<file path="src/rtl/regfile_sequencer_if.sv">
// ============================================================================
// regfile_sequencer_if : instruction, load, store and register-file signals
// Rev 1.0
// ============================================================================
`default_nettype none

interface regfile_sequencer_if;
  logic       instr_valid;
  logic [9:0] instr;
  logic       instr_ready;

  logic       data_valid;
  logic [9:0] data_in;
  logic       data_ready;

  logic       dout_valid;
  logic [9:0] dout;
  logic       dout_ready;

  logic [9:0] rf_D;
  logic       rf_ENW;
  logic [1:0] rf_WRA;
  logic       rf_ENR0;
  logic       rf_ENR1;
  logic [1:0] rf_RDA0;
  logic [1:0] rf_RDA1;
  logic [9:0] rf_Q0;
  logic [9:0] rf_Q1;

  logic       carry;
  logic       zero;
  logic       done;
  logic       illegal;

  // Sequencer side
  modport slave (
    input  instr_valid, instr, data_valid, data_in, dout_ready, rf_Q0, rf_Q1,
    output instr_ready, data_ready, dout_valid, dout,
           rf_D, rf_ENW, rf_WRA, rf_ENR0, rf_ENR1, rf_RDA0, rf_RDA1,
           carry, zero, done, illegal
  );

  // Processor / register-file side
  modport master (
    output instr_valid, instr, data_valid, data_in, dout_ready, rf_Q0, rf_Q1,
    input  instr_ready, data_ready, dout_valid, dout,
           rf_D, rf_ENW, rf_WRA, rf_ENR0, rf_ENR1, rf_RDA0, rf_RDA1,
           carry, zero, done, illegal
  );
endinterface

`default_nettype wire

</file>
<file path="src/rtl/regfile_sequencer.sv">
// ============================================================================
// regfile_sequencer : instruction sequencer driving a 4x10-bit register file
// Rev 1.0
// ============================================================================
`default_nettype none

module regfile_sequencer (
  input  wire logic          CLKb,
  input  wire logic          Rstb,
  regfile_sequencer_if.slave bus
);

  localparam logic [3:0] c_OP_NOP   = 4'b0000;
  localparam logic [3:0] c_OP_LOAD  = 4'b0001;
  localparam logic [3:0] c_OP_COPY  = 4'b0010;
  localparam logic [3:0] c_OP_ADD   = 4'b0011;
  localparam logic [3:0] c_OP_SUB   = 4'b0100;
  localparam logic [3:0] c_OP_AND   = 4'b0101;
  localparam logic [3:0] c_OP_OR    = 4'b0110;
  localparam logic [3:0] c_OP_XOR   = 4'b0111;
  localparam logic [3:0] c_OP_SWAP  = 4'b1000;
  localparam logic [3:0] c_OP_STORE = 4'b1001;
  localparam logic [3:0] c_OP_ILL   = 4'b1010;

  typedef enum logic [2:0] {
    S_IDLE  = 3'd0,
    S_READ  = 3'd1,
    S_WAITD = 3'd2,
    S_WB1   = 3'd3,
    S_WB2   = 3'd4,
    S_OUT   = 3'd5
  } state_t;

  state_t      r_state;
  state_t      w_next;

  logic [3:0]  r_op;
  logic [1:0]  r_rx;
  logic [1:0]  r_ry;
  logic [9:0]  r_opa;
  logic [9:0]  r_opb;
  logic [9:0]  r_result;
  logic        r_carry;
  logic        r_zero;
  logic        r_done;
  logic        r_illegal;

  logic        w_accept;
  logic [3:0]  w_in_op;
  logic        w_in_nop;
  logic        w_in_ill;
  logic        w_is_alu;
  logic [10:0] w_sum;
  logic [9:0]  w_alu_res;
  logic        w_alu_c;
  logic        w_done_set;
  logic        w_unused;

  assign w_in_op  = bus.instr[9:6];
  assign w_in_nop = (w_in_op == c_OP_NOP);
  assign w_in_ill = (w_in_op >= c_OP_ILL);
  assign w_accept = (r_state == S_IDLE) && bus.instr_valid;
  assign w_is_alu = (r_op >= c_OP_ADD) && (r_op <= c_OP_XOR);
  assign w_unused = ^bus.instr[1:0];

  // ------------------------------------------------------------------------
  // State register
  // ------------------------------------------------------------------------
  always_ff @(posedge CLKb or negedge Rstb) begin
    if (!Rstb) begin
      r_state <= S_IDLE;
    end else begin
      r_state <= w_next;
    end
  end

  // ------------------------------------------------------------------------
  // Next state and Moore register-file controls
  // ------------------------------------------------------------------------
  always_comb begin
    w_next         = r_state;
    bus.data_ready = 1'b0;
    bus.dout_valid = 1'b0;
    bus.dout       = 10'd0;
    bus.rf_D       = 10'd0;
    bus.rf_ENW     = 1'b0;
    bus.rf_WRA     = 2'd0;
    bus.rf_ENR0    = 1'b0;
    bus.rf_ENR1    = 1'b0;
    bus.rf_RDA0    = 2'd0;
    bus.rf_RDA1    = 2'd0;

    case (r_state)
      S_IDLE: begin
        if (w_accept) begin
          if (w_in_nop || w_in_ill) begin
            w_next = S_IDLE;
          end else if (w_in_op == c_OP_LOAD) begin
            w_next = S_WAITD;
          end else begin
            w_next = S_READ;
          end
        end
      end
      S_READ: begin
        bus.rf_ENR0 = 1'b1;
        bus.rf_RDA0 = r_rx;
        bus.rf_ENR1 = 1'b1;
        bus.rf_RDA1 = r_ry;
        w_next      = (r_op == c_OP_STORE) ? S_OUT : S_WB1;
      end
      S_WAITD: begin
        bus.data_ready = 1'b1;
        if (bus.data_valid) begin
          w_next = S_WB1;
        end
      end
      S_WB1: begin
        bus.rf_ENW = 1'b1;
        bus.rf_WRA = r_rx;
        bus.rf_D   = r_result;
        w_next     = (r_op == c_OP_SWAP) ? S_WB2 : S_IDLE;
      end
      S_WB2: begin
        bus.rf_ENW = 1'b1;
        bus.rf_WRA = r_ry;
        bus.rf_D   = r_opa;
        w_next     = S_IDLE;
      end
      S_OUT: begin
        bus.dout_valid = 1'b1;
        bus.dout       = r_opa;
        if (bus.dout_ready) begin
          w_next = S_IDLE;
        end
      end
      default: begin
        w_next = S_IDLE;
      end
    endcase
  end

  // ------------------------------------------------------------------------
  // ALU, evaluated on the live read-port data during READ
  // ------------------------------------------------------------------------
  assign w_sum = {1'b0, bus.rf_Q0} + {1'b0, bus.rf_Q1};

  always_comb begin
    w_alu_res = bus.rf_Q1;
    w_alu_c   = 1'b0;
    case (r_op)
      c_OP_ADD: begin
        w_alu_res = w_sum[9:0];
        w_alu_c   = w_sum[10];
      end
      c_OP_SUB: begin
        w_alu_res = bus.rf_Q0 - bus.rf_Q1;
        w_alu_c   = (bus.rf_Q0 >= bus.rf_Q1);
      end
      c_OP_AND: w_alu_res = bus.rf_Q0 & bus.rf_Q1;
      c_OP_OR:  w_alu_res = bus.rf_Q0 | bus.rf_Q1;
      c_OP_XOR: w_alu_res = bus.rf_Q0 ^ bus.rf_Q1;
      default:  w_alu_res = bus.rf_Q1;
    endcase
  end

  // Completion is the edge that returns to IDLE, or a NOP accept
  assign w_done_set = ((r_state != S_IDLE) && (w_next == S_IDLE)) ||
                      (w_accept && w_in_nop);

  // ------------------------------------------------------------------------
  // Datapath registers
  // ------------------------------------------------------------------------
  always_ff @(posedge CLKb or negedge Rstb) begin
    if (!Rstb) begin
      r_op      <= 4'd0;
      r_rx      <= 2'd0;
      r_ry      <= 2'd0;
      r_opa     <= 10'd0;
      r_opb     <= 10'd0;
      r_result  <= 10'd0;
      r_carry   <= 1'b0;
      r_zero    <= 1'b0;
      r_done    <= 1'b0;
      r_illegal <= 1'b0;
    end else begin
      r_done    <= w_done_set;
      r_illegal <= w_accept && w_in_ill;

      if (w_accept) begin
        r_op <= w_in_op;
        r_rx <= bus.instr[5:4];
        r_ry <= bus.instr[3:2];
      end

      if (r_state == S_READ) begin
        r_opa    <= bus.rf_Q0;
        r_opb    <= bus.rf_Q1;
        r_result <= w_alu_res;
        if (w_is_alu) begin
          r_carry <= w_alu_c;
          r_zero  <= (w_alu_res == 10'd0);
        end
      end

      if ((r_state == S_WAITD) && bus.data_valid) begin
        r_result <= bus.data_in;
      end
    end
  end

  assign bus.instr_ready = (r_state == S_IDLE) && Rstb;
  assign bus.carry       = r_carry;
  assign bus.zero        = r_zero;
  assign bus.done        = r_done;
  assign bus.illegal     = r_illegal;

endmodule

`default_nettype wire
</file>
<file path="src/flat_wrapper.sv">
// flat-port wrapper written by rule: the top's interface ports become plain ports
module regfile_sequencer_flat 
  (CLKb, Rstb, bus_instr_valid, bus_instr, bus_data_valid, bus_data_in, bus_dout_ready, bus_rf_Q0, bus_rf_Q1, bus_instr_ready, bus_data_ready, bus_dout_valid, bus_dout, bus_rf_D, bus_rf_ENW, bus_rf_WRA, bus_rf_ENR0, bus_rf_ENR1, bus_rf_RDA0, bus_rf_RDA1, bus_carry, bus_zero, bus_done, bus_illegal);
  regfile_sequencer_if bus_i ();
  input  wire logic CLKb;
  input  wire logic Rstb;
  input wire logic [$bits(bus_i.instr_valid)-1:0] bus_instr_valid;
  input wire logic [$bits(bus_i.instr)-1:0] bus_instr;
  input wire logic [$bits(bus_i.data_valid)-1:0] bus_data_valid;
  input wire logic [$bits(bus_i.data_in)-1:0] bus_data_in;
  input wire logic [$bits(bus_i.dout_ready)-1:0] bus_dout_ready;
  input wire logic [$bits(bus_i.rf_Q0)-1:0] bus_rf_Q0;
  input wire logic [$bits(bus_i.rf_Q1)-1:0] bus_rf_Q1;
  output wire logic [$bits(bus_i.instr_ready)-1:0] bus_instr_ready;
  output wire logic [$bits(bus_i.data_ready)-1:0] bus_data_ready;
  output wire logic [$bits(bus_i.dout_valid)-1:0] bus_dout_valid;
  output wire logic [$bits(bus_i.dout)-1:0] bus_dout;
  output wire logic [$bits(bus_i.rf_D)-1:0] bus_rf_D;
  output wire logic [$bits(bus_i.rf_ENW)-1:0] bus_rf_ENW;
  output wire logic [$bits(bus_i.rf_WRA)-1:0] bus_rf_WRA;
  output wire logic [$bits(bus_i.rf_ENR0)-1:0] bus_rf_ENR0;
  output wire logic [$bits(bus_i.rf_ENR1)-1:0] bus_rf_ENR1;
  output wire logic [$bits(bus_i.rf_RDA0)-1:0] bus_rf_RDA0;
  output wire logic [$bits(bus_i.rf_RDA1)-1:0] bus_rf_RDA1;
  output wire logic [$bits(bus_i.carry)-1:0] bus_carry;
  output wire logic [$bits(bus_i.zero)-1:0] bus_zero;
  output wire logic [$bits(bus_i.done)-1:0] bus_done;
  output wire logic [$bits(bus_i.illegal)-1:0] bus_illegal;
  assign bus_i.instr_valid = bus_instr_valid;
  assign bus_i.instr = bus_instr;
  assign bus_i.data_valid = bus_data_valid;
  assign bus_i.data_in = bus_data_in;
  assign bus_i.dout_ready = bus_dout_ready;
  assign bus_i.rf_Q0 = bus_rf_Q0;
  assign bus_i.rf_Q1 = bus_rf_Q1;
  assign bus_instr_ready = bus_i.instr_ready;
  assign bus_data_ready = bus_i.data_ready;
  assign bus_dout_valid = bus_i.dout_valid;
  assign bus_dout = bus_i.dout;
  assign bus_rf_D = bus_i.rf_D;
  assign bus_rf_ENW = bus_i.rf_ENW;
  assign bus_rf_WRA = bus_i.rf_WRA;
  assign bus_rf_ENR0 = bus_i.rf_ENR0;
  assign bus_rf_ENR1 = bus_i.rf_ENR1;
  assign bus_rf_RDA0 = bus_i.rf_RDA0;
  assign bus_rf_RDA1 = bus_i.rf_RDA1;
  assign bus_carry = bus_i.carry;
  assign bus_zero = bus_i.zero;
  assign bus_done = bus_i.done;
  assign bus_illegal = bus_i.illegal;
  regfile_sequencer u_core (.CLKb(CLKb), .Rstb(Rstb), .bus(bus_i));
endmodule
</file>
<file path="config.mk">
export PLATFORM = sky130hd
export DESIGN_NAME = regfile_sequencer_flat
export DESIGN_NICKNAME = d
export VERILOG_FILES = /design/src/rtl/regfile_sequencer_if.sv /design/src/rtl/regfile_sequencer.sv /design/src/flat_wrapper.sv
export SDC_FILE = /design/constraint.sdc
export NUM_CORES = 1
export LEC_CHECK = 0
export BUFFER_PORTS_ARGS = -buffer_cell sky130_fd_sc_hd__buf_2
export CAP_MARGIN = 5
export CORE_ASPECT_RATIO = 0.7
export CORE_MARGIN = 4
export CORE_UTILIZATION = 40
export CTS_CLUSTER_SIZE = 20
export DETAILED_ROUTE_END_ITERATION = 8
export GPL_TIMING_DRIVEN = 0
export PLACE_DENSITY = 0.66
export SLEW_MARGIN = 20
export SYNTH_ARGS = -nofsm -noshare
export SYNTH_HDL_FRONTEND = slang
export SYNTH_SLANG_ARGS = --single-unit
export TNS_END_PERCENT = 20
</file>
<file path="constraint.sdc">
create_clock -name CLKb -period 2.9 [get_ports CLKb]
set_input_delay 0.725 -clock CLKb [delete_from_list [all_inputs] [get_ports CLKb]]
set_output_delay 0.725 -clock CLKb [all_outputs]
set_load 0.05 [all_outputs]
</file>
==> impl_metrics.tcl <==
set metrics [dict create \
    cp-startpoint "bus_rf_Q0[0]" \
    synth-seq-cells 35 \
    fin_util_pct 52.97 \
    drtIter0Drc 372 \
    place_inst 608 \
    placementRows 27 \
    cp.arrival_ns 3.29 \
    power_frac_seq_pct 23.5 \
    setup_viol 1 \
    final_layout_size_suffix_gt1_share_pct 28.79 \
    final_common_cell "buf_2" \
    hpwl_um 8450 \
    comb_power_share_pct 61.8 \
    reg2reg_setup_slack_ns 0.05 \
    vdd_drop_max_mv 0.4216 \
    first_global_vias 3429 \
    die_area_um2 10100 \
    syn_area_um2 3413 \
    power.internal_mw 1.938 \
    tightest_slew_ns 0.9847 \
    synth_ff_type "dfrtp_1" \
    coreArea_um2 8074 \
    synth.distinct_cells 68 \
    cp_max_fo 3 \
    fin_ws_ns -0.1924 \
    drv_slew 0 \
    wl_um 11000 \
    ys_warn_count 0 \
    grt.overflow.total 0 \
    violations "setup timing" \
    skew_ns 0.002523 \
    drc 0 \
    cts_num_sinks 35 \
    power_frac_clock_pct 14.7 \
    root_buffer "clkbuf_16" \
    post-route-min-period_ns 3.092 \
    ctsHtreeMaxLevel 2 \
    cap_violations 0 \
    holdBufCountCts 0 \
    io_pins 81 \
    instances_no_fill 622 \
    status "complete, but fails checks" \
    max_freq_mhz 323.4 \
    antenna_found_initial 0 \
    leakage_nw 2.109 \
    p_per_area_nw_per_um2 912.3 \
    clkSlewWorstSetupHoldPaths_ns 0.06 \
    slew_headroom_pct 33.85 \
    multi_input_area_um2 2321 \
    wire_per_inst_um 17.68 \
    place_congestion 0.9466 \
    hp-class "reg2reg" \
    critPathRequiredTime_ns 3.10 \
    hold_violations 0 \
    die_h_um 85.29 \
    drtPass1Iterations 5 \
    synth-edff-count 0 \
    cts_made_buffers 5 \
    syn_to_final_growth_pct 25.29 \
    cts_tree "done" \
    gr-usage-all-layers_pct 21.82 \
    switching_share_pct 50.32 \
    rsz0062_at_grt "true" \
    grt_pass1_wl_um 17860 \
    grt_max_degree 37 \
    rr_startpoint "u_core.r_op[1]" \
    r2r-end "u_core.bus.zero" \
    endpoint_kind "register" \
    start_kind "primary input" \
    antenna-diode-count 0 \
    ant_nets 0 \
    avgSynthCellArea_um2 7.956 \
    cts_max_path_buffers 2 \
    ys_seq_area_share_pct 25.66 \
    whs_ns 0.4895 \
    fin_nets 597 \
    start_util_pct 42.27 \
    reg2regPathDepth 9 \
    fillers 761 \
    synthArstFlopShare_pct 100.0 \
    clock_latency_ns 0.28 \
    syn_inst 429 \
    port_buffers 78 \
    switchingPower_mw 1.963 \
    dr_total_vias 3578 \
    endpoint "u_core.bus.zero" \
    die_w_um 118.4 \
    vias_per_cell 5.752 \
    syn_nets 506 \
    layout_common_cells "buf_2 (77), nand2_1 (61), dfrtp_1 (34), o21ai_0 (33), inv_1 (30)" \
    ff_latch_area_um2 877.1 \
    criticalPathCategory "in2reg" \
    fin_crit_sh_pct 106.6 \
]
==> cell type report <==
cell class                      instances  share of cell area, %
Multi-Input combinational cell        334                  54.27
Sequential cell                        35                  20.51
Timing Repair Buffer                   84                  10.88
Buffer                                 27                  4.769
Clock buffer                            8                  3.657
Inverter                               33                  2.955
Tap cell                              101                  2.955
==> worst max-delay path: stages <==
cell and delay (ns):
buf_8 0.08, inv_4 0.04, ha_4 0.15, fa_2 0.38
buf_6 0.14, xor2_1 0.13, mux4_2 0.46, o221ai_2 0.20
and3b_1 0.18, nand4_1 0.15, or4_4 0.48, o31ai_4 0.17
==> state kept, by name, summed over array words and instances (netlist names) <==
name,flops
u_core.bus.done,1
u_core.r_rx,2
u_core.bus.zero,1
u_core.bus.carry,1
u_core.r_state,3
u_core.bus.illegal,1
u_core.r_opa,10
u_core.r_result,10
u_core.r_op,4
u_core.r_ry,2
==> cells in the mapped netlist (all sizes together), types with 6 or more instances <==
cell | count | area (µm²)
a22o | 15 | 132.6
nor2 | 27 | 101.4
inv | 33 | 123.9
clkbuf | 19 | 141.4
or3 | 6 | 38.79
nor3 | 10 | 50.05
a21oi | 30 | 150.1
a21o | 6 | 45.04
nand2b | 9 | 56.30
nand3 | 10 | 50.05
o21ai | 36 | 180.2
buf | 8 | 57.55
a22oi | 8 | 60.06
ha | 30 | 375.4
nand2 | 61 | 229.0
dfrtp | 35 | 875.8
and2 | 17 | 106.4
==> per-layer routing <==
| metal | up-vias | wire [µm] | track usage [%] |
|---|---|---|---|
| met3 | 15 | 996 | 5.396 |
| met2 | 158 | 4533 | 31.47 |
| met5 | - | 0 | 0 |
| li1 | 1699 | - | - |
| met1 | 1706 | 5323 | 32.80 |
| met4 | 0 | 145 | 4.627 |
==> what timing repair did <==
action / CTS / global route
endpoints found under the setup margin: 8 / 19
gates resized for setup: 21 / 20
pin swaps: 15 / 4
setup buffers: 6 / 0
==> power by group through the flow <==
stage,registers (mW),clock network (mW),logic [mW]
floorplan,0.920,0,1.68
global placement,0.905,0,2.25
detailed placement,0.912,0,2.29
CTS,0.908,0.571,2.35
global route,0.951,0.608,2.65
finish,0.919,0.573,2.41
==> cells by family after synthesis <==
| kind of cell | synth area share [%] |
|---|---|
| compound gates | 27.20 |
| fa+ha+maj | 12.17 |
| buf+inv | 9.457 |
| flops | 25.66 |
| simple gates | 22.10 |
| mux | 2.383 |
| xor+xnor | 1.027 |
==> metrics by stage <==
step | cell area, µm² | power (mW) | TNS (ns) | worst slack (ns)
floorplan | 3426 | 2.597 | -0.2698 | -0.2017
global placement | 3943 | 3.151 | -1.597 | -0.6087
detailed placement | 3943 | 3.203 | -1.664 | -0.6685
CTS | 4232 | 3.830 | -0.1906 | -0.1906
global route | 4277 | 4.205 | -0.3167 | -0.2796
finish | 4277 | 3.902 | -0.1924 | -0.1924
==> worst min-delay path by stage <==
stage / cells after the start / slack (ns) / startpoint / endpoint
finish: 2 / 0.49 / u_core.bus.carry / u_core.bus.carry
global route: 2 / 0.53 / u_core.bus.carry / u_core.bus.carry
CTS: 2 / 0.49 / u_core.bus.carry / u_core.bus.carry
detailed placement: 2 / 0.48 / u_core.bus.carry / u_core.bus.carry
global placement: 2 / 0.46 / u_core.bus.carry / u_core.bus.carry
floorplan: 0 / 0.43 / Rstb / u_core.bus.carry
Note: power is estimated with default switching activity, not from simulation.
